<file path="src/rtl/mem_port_arbiter.sv">
// Single-port memory arbiter: LS has fixed priority over IF, with a starvation bound for IF.
// Optional address checking is enabled by defining MEM_ARB_ADDR_CHECK_EN.
module mem_port_arbiter #(
  parameter int unsigned       AWIDTH       = 32,
  parameter int unsigned       DWIDTH       = 32,
  parameter logic [AWIDTH-1:0] BASE_ADDR    = 32'h01000000,
  parameter logic [AWIDTH-1:0] MEM_BYTES    = 32'h00100000,
  parameter int unsigned       STARVE_LIMIT = 4
) (
  input  logic              clk,
  input  logic              rst,
  input  logic              if_req_i,
  input  logic [AWIDTH-1:0] if_addr_i,
  output logic              if_gnt_o,
  output logic              if_rvalid_o,
  output logic [DWIDTH-1:0] if_rdata_o,
  output logic              if_err_o,
  input  logic              ls_req_i,
  input  logic              ls_we_i,
  input  logic [AWIDTH-1:0] ls_addr_i,
  input  logic [DWIDTH-1:0] ls_wdata_i,
  output logic              ls_gnt_o,
  output logic              ls_rvalid_o,
  output logic [DWIDTH-1:0] ls_rdata_o,
  output logic              ls_err_o,
  output logic [AWIDTH-1:0] mem_addr_o,
  output logic [DWIDTH-1:0] mem_data_o,
  output logic              mem_read_en_o,
  output logic              mem_write_en_o,
  input  logic [DWIDTH-1:0] mem_data_i
);

  localparam int unsigned   CW    = $clog2(STARVE_LIMIT + 1);
  localparam logic [CW-1:0] LIMIT = CW'(STARVE_LIMIT);

`ifdef MEM_ARB_ADDR_CHECK_EN
  function automatic logic addr_bad(input logic [AWIDTH-1:0] a);
    addr_bad = (a[1:0] != 2'b00) || (a < BASE_ADDR) ||
               (a > BASE_ADDR + MEM_BYTES - AWIDTH'(4));
  endfunction
`endif

  logic [CW-1:0]     r_starve_cnt;
  logic              r_rsp_vld_p1;
  logic              r_rsp_ls_p1;
  logic              r_rsp_err_p1;
  logic [DWIDTH-1:0] r_rsp_data_p1;

  logic              w_starved;
  logic              w_if_gnt;
  logic              w_ls_gnt;
  logic              w_any_gnt;
  logic              w_rd;
  logic              w_err;
  logic [AWIDTH-1:0] w_addr;

  // Stage p0: combinational grant and memory drive
  assign w_starved = if_req_i && (r_starve_cnt == LIMIT);
  assign w_ls_gnt  = !rst && ls_req_i && !w_starved;
  assign w_if_gnt  = !rst && if_req_i && !w_ls_gnt;
  assign w_any_gnt = w_ls_gnt || w_if_gnt;
  assign w_addr    = w_ls_gnt ? ls_addr_i : if_addr_i;
  assign w_rd      = w_if_gnt || (w_ls_gnt && !ls_we_i);

`ifdef MEM_ARB_ADDR_CHECK_EN
  assign w_err = w_any_gnt && addr_bad(w_addr);
`else
  assign w_err = 1'b0;
`endif

  assign if_gnt_o       = w_if_gnt;
  assign ls_gnt_o       = w_ls_gnt;
  assign mem_addr_o     = w_any_gnt ? w_addr : '0;
  assign mem_data_o     = w_any_gnt ? ls_wdata_i : '0;
  assign mem_read_en_o  = w_rd && !w_err;
  assign mem_write_en_o = w_ls_gnt && ls_we_i && !w_err;

  always_ff @(posedge clk) begin
    if (rst) begin
      r_starve_cnt <= '0;
    end else if (!if_req_i || w_if_gnt) begin
      r_starve_cnt <= '0;
    end else if (r_starve_cnt != LIMIT) begin
      r_starve_cnt <= r_starve_cnt + CW'(1);
    end
  end

  // Stage p1: registered response, routed to the owning port
  always_ff @(posedge clk) begin
    if (rst) begin
      r_rsp_vld_p1 <= 1'b0;
      r_rsp_ls_p1  <= 1'b0;
      r_rsp_err_p1 <= 1'b0;
    end else begin
      r_rsp_vld_p1 <= w_any_gnt;
      r_rsp_ls_p1  <= w_ls_gnt;
      r_rsp_err_p1 <= w_err;
    end
  end

  always_ff @(posedge clk) begin
    r_rsp_data_p1 <= (w_rd && !w_err) ? mem_data_i : '0;
  end

  // Gating with rst drops a response that was pending when reset arrived.
  assign if_rvalid_o = !rst && r_rsp_vld_p1 && !r_rsp_ls_p1;
  assign ls_rvalid_o = !rst && r_rsp_vld_p1 && r_rsp_ls_p1;
  assign if_rdata_o  = if_rvalid_o ? r_rsp_data_p1 : '0;
  assign ls_rdata_o  = ls_rvalid_o ? r_rsp_data_p1 : '0;
  assign if_err_o    = if_rvalid_o && r_rsp_err_p1;
  assign ls_err_o    = ls_rvalid_o && r_rsp_err_p1;

endmodule

</file>
<file path="config.mk">
export PLATFORM = sky130hd
export DESIGN_NAME = mem_port_arbiter
export DESIGN_NICKNAME = d
export VERILOG_FILES = /design/src/rtl/mem_port_arbiter.sv
export SDC_FILE = /design/constraint.sdc
export NUM_CORES = 1
export LEC_CHECK = 0
export ABC_AREA = 0
export BUFFER_PORTS_ARGS = -buffer_cell sky130_fd_sc_hd__clkbuf_2
export CAP_MARGIN = 20
export CORE_AREA = 2 2 103 105
export DETAILED_ROUTE_END_ITERATION = 10
export DIE_AREA = 0 0 105 107
export PLACE_DENSITY = 0.61
export REMOVE_ABC_BUFFERS = 1
export SYNTH_ARGS = -nofsm -noshare
export SYNTH_HDL_FRONTEND = slang
export SYNTH_SLANG_ARGS = --single-unit
</file>
<file path="constraint.sdc">
create_clock -name clk -period 3 [get_ports clk]
set_input_delay 0.15 -clock clk [delete_from_list [all_inputs] [get_ports clk]]
set_output_delay 0.15 -clock clk [all_outputs]
set_load 0.02 [all_outputs]
</file>
======== After elaboration in Yosys (flattened, before gate mapping) ========
Cells that the tools add are included.
operators by class
  reductions and logical operators ........ 20
  mux-type cells .......................... 5
  add/sub/neg operators ................... 1
  equality and inequality tests ........... 2
operators by type and width
  cell                                                           number
  32-bit 2-to-1 mux                                              5
  1-bit logical AND                                              10
  1-bit logical NOT                                              6
  3-bit by 1-bit adder with 3-bit output, second input constant  1
  3-bit equality test, second input constant                     1
  1-bit logical OR                                               3
  3-bit inequality test, second input constant                   1
  2-bit OR reduction                                             1
word-level totals
  register bits after elaboration ......... 37
  output and inout bits ................... 136

======== Logic depth before layout (Yosys ltp) ========
  depth in word-level cells ............... 8
  mapped depth ............................ 7
  gate-level depth less buffers ........... 5

======== Least setup slack after synthesis ========
Ideal clock, no wire load.
  kind .................................... flip-flop to output port
  from .................................... reg r_starve_cnt[0]
  to ...................................... out mem_addr_o[10]
  buffers on the path ..................... 1
  data required time ...................... 2.850 ns
  slack ................................... 1.321 ns
  cell stages (with the launch flop) ...... 7
  arrival time ............................ 1.529 ns
  cell sequence ........................... dfxtp_1 inv_1 ha_1 nand3_1 clkbuf_1 nand3_1 a21oi_1
on the way
  cells in the longest elaborated chain, start to end .. 8
  elaborated cells on any way between the ends .. 9
  those cells by class .................... 1 x eq/ne; 2 x mux; 6 x reduce/logical
ends and longest elaborated chain
  element                  line  text
  from (decl)              43    logic [CW-1:0] r_starve_cnt;
  from (signal assigned)   84    r_starve_cnt <= r_starve_cnt + CW'(1);
  3-bit equality test (*)  58    assign w_starved = if_req_i && (r_starve_cnt == LIMIT);
  1-bit logical AND (*)    58
  1-bit logical NOT (*)    59    assign w_ls_gnt = !rst && ls_req_i && !w_starved;
  1-bit logical AND (*)    59
  1-bit logical NOT        60    assign w_if_gnt = !rst && if_req_i && !w_ls_gnt;
  1-bit logical AND        60
  1-bit logical OR         61    assign w_any_gnt = w_ls_gnt || w_if_gnt;
  32-bit 2-to-1 mux (*)    73    assign mem_addr_o = w_any_gnt ? w_addr : '0;
  to (decl)                26    output logic [AWIDTH-1:0] mem_addr_o,
Every way passes the cells marked *; elsewhere a longest branch is shown, timed or not.

======== Worst setup path after layout ========
  from .................................... reg r_starve_cnt[0]
  to ...................................... out mem_addr_o[6]
Same word-level chain as after synthesis.

==> impl_metrics.toml <==
[global_routing]
grt_start_max_net_pins = 40
grt_pass1_vias = 2881
grt_use_met1_pct = 18.7
grt_pass1_wl_um = 14000
grt.busiest_layer = "met2"
grtUsageMet2_pct = 26.0
grt_usage_pct = 15.2
grt-ovfl-total = 0
antenna_found_initial = 0
grt_use_met3_pct = 3.89

[finish]
nets = 704
area_growth_pct = 60.2
layout-drive-gt1-share_pct = 49.8
antenna_cells = 0
final_util_pct = 38.5

[drt]
wl_um = 9280
vias = 3130
ant_nets = 0
first_pass_iters = 4
drt-initial-drc-count = 130
wl_per_cell_um = 13.2
viasPerCell = 4.43
route.detailed.drc = 0

[die]
dieArea_um2 = 11200
initial_core_util_pct = 24.1
pin_count = 269
dieHeight_um = 107
die-width_um = 105
row_count = 37
core_region_area_um2 = 10100

[hold_path]
hold_class = "input port to flip-flop"

[sta]
finalSetupTns_ps = 0
slew_violations = 0
rsz0062_at_grt = "no"
timing.fmax_ghz = 0.433
maxSlewHeadroom_pct = 43.2
setup_ws_ps = 691
finClkSkew_ps = 3.72
hold_viol = 0
timing.final.crit_share_pct = 77.0
tightest_slew_ps = 852
setup_violations = 0
finalCriticalPeriod_ps = 2310

[logic_synthesis]
avgSynthCellArea_um2 = 7.49
yosysSeqAreaShare_pct = 30.5
synth_cells = 324
synth.distinct_cells = 23
yosys_warnings = 0
yosys_register_bits = 37
netlist_area_um2 = 2430

[clocking]
clock-sinks = 37
clockRootBuffer = "clkbuf_8"
clock_path_buffers = 2
numCtsBuffers = 5
postCtsSetupRepairBufs = 0
cts.htree.levels = 2
tritoncts = "built"
clock_latency_ps = 280
cts_resized = 0
ctsHoldBuffers = 0
cts.clk_slew.worst_paths_ps = 80

[placement]
hpwl_um = 7470
pre_cts_slack_ps = 874
routabilityCongestion = 0.820
port_buffers = 266

[critical_path]
rrSetupSlack_ps = 880
cp_slowest_stage_delay_ps = 380
path_max_fanout = 22
start_kind = "flip-flop"
critPathRequiredTime_ps = 2850
cp-end-kind = "output pin"
crit_arrival_ps = 2160
cp_cell_sequence = "inv_1 > ha_1 > nand3_1 > buf_4 > nand3_1 > a21oi_1 > clkbuf_2"
crit_type = "flip-flop to output pin"
crit_slowest_cell = "nand3_1"
path_common_cell = "nand3_1"

[status]
outcome = "finished clean"

[power]
power.density_nw_per_um2 = 315
power_frac_comb_pct = 30.1
power_frac_seq_pct = 42.5
p_switching_mw = 0.398
p_leak_nw = 2.08
p_clk_share_pct = 27.4
internal-power_mw = 0.827
swShare_pct = 32.5
ir_drop_mv = 0.127

[flow_run]
cap_violations = 0
-- per-layer routing --
layer	wire length (um)	part of all wire [%]	up-vias
met5	0	0	-
met4	148	1.6	0
met2	4420	48	178
met1	3850	41	1379
met3	863	9.3	9
li1	-	-	1564
-- final cells by class --
| cell class | count | area, um2 |
|---|---|---|
| multi-input combinational | 248 | 1490 |
| clock buffer | 6 | 72.6 |
| timing repair buffer | 274 | 1390 |
| sequential | 37 | 741 |
| inverter | 3 | 11.3 |
| tap | 136 | 170 |
| clock inverter | 2 | 10.0 |
| fill | 1087 | 6200 |
-- cells in the final DEF, fill, tap and decap left out --
| cell | count |
|---|---|
| a211oi_1 | 2 |
| a21bo_2 | 1 |
| a21oi_1 | 32 |
| a21oi_4 | 1 |
| and2_1 | 96 |
| and3b_1 | 2 |
| buf_4 | 8 |
| clkbuf_1 | 1 |
| clkbuf_2 | 266 |
| clkbuf_8 | 5 |
| clkinv_2 | 2 |
| conb_1 | 2 |
| dfxtp_1 | 37 |
| ha_1 | 2 |
| inv_1 | 3 |
| mux2i_1 | 1 |
| nand2_1 | 1 |
| nand3_1 | 65 |
| nand3b_1 | 1 |
| nor2_1 | 7 |
| nor2b_1 | 1 |
| nor3b_1 | 33 |
| nor3b_2 | 1 |
-- Yosys cell counts --
library cell	n	share of area (%)
a211oi_1	2	0.62
a21bo_2	1	0.41
a21oi_1	32	6.6
a21oi_4	1	0.67
and2_1	96	25
and3b_1	2	0.72
buf_1	4	0.62
buf_2	6	1.2
buf_4	3	0.93
buf_6	4	1.9
clkbuf_1	20	3.1
conb_1	1	0.15
dfxtp_1	37	31
ha_1	2	1.0
inv_1	3	0.46
mux2i_1	1	0.41
nand2_1	1	0.15
nand3_1	65	13
nand3b_1	1	0.31
nor2_1	7	1.1
nor2b_1	1	0.26
nor3b_1	33	10
nor3b_2	1	0.52
-- registers in the layout (all words and copies together) (netlist names) --
name           cells
r_rsp_vld_p1       1
r_rsp_data_p1     32
r_starve_cnt       3
r_rsp_ls_p1        1
-- metrics by stage --
| stage | cells | instance area (um2) | hold slack (ps) | power (mW) |
|---|---|---|---|---|
| 4_1_cts | 706 | 3890 | 88.1 | 1.25 |
| 3_5_place_dp | 698 | 3800 | 401 | 0.902 |
| 6_report | 706 | 3890 | 101 | 1.23 |
| 5_1_grt | 706 | 3890 | 86.9 | 1.30 |
| 3_3_place_gp | 698 | 3800 | 399 | 0.899 |
| 2_1_floorplan | 288 | 2240 | 222 | 0.703 |
-- power groups by stage --
stage | clock (mW) | combinational [mW] | sequential (mW)
finish | 0.336 | 0.369 | 0.521
detailed placement | 0 | 0.370 | 0.532
global placement | 0 | 0.367 | 0.532
CTS | 0.356 | 0.371 | 0.521
global route | 0.377 | 0.402 | 0.523
floorplan | 0 | 0.174 | 0.529
-- critical path, delay by kind of cell, from the launching register on --
kind	cells	cell delay (ps)
AOI/OAI and AO/OA	1	190
adders and majority gates	1	250
buffers and inverters	3	580
DFF	1	360
and+or+nand+nor	2	480
-- final timing paths --
kind,depth (start not counted),from,end
worst max-delay path,7,r_starve_cnt[0],mem_addr_o[6]
worst min-delay path,2,mem_data_i[1],r_rsp_data_p1[1]
worst max register to register,6,r_starve_cnt[0],r_rsp_data_p1[23]
worst min register to register,1,r_starve_cnt[0],r_starve_cnt[0]
-- logic make-up after synthesis --
family,count (synthesis),synth area share [%]
AND/OR/NAND/NOR,207,51.4
buffers and inverters,40,8.20
flip-flops,37,30.5
AO/OA/AOI/OAI,36,8.30
adder cells (fa/ha/maj),2,1.03
multiplexers,1,0.412
other,1,0.154
Power figures use the tool's default switching activity.
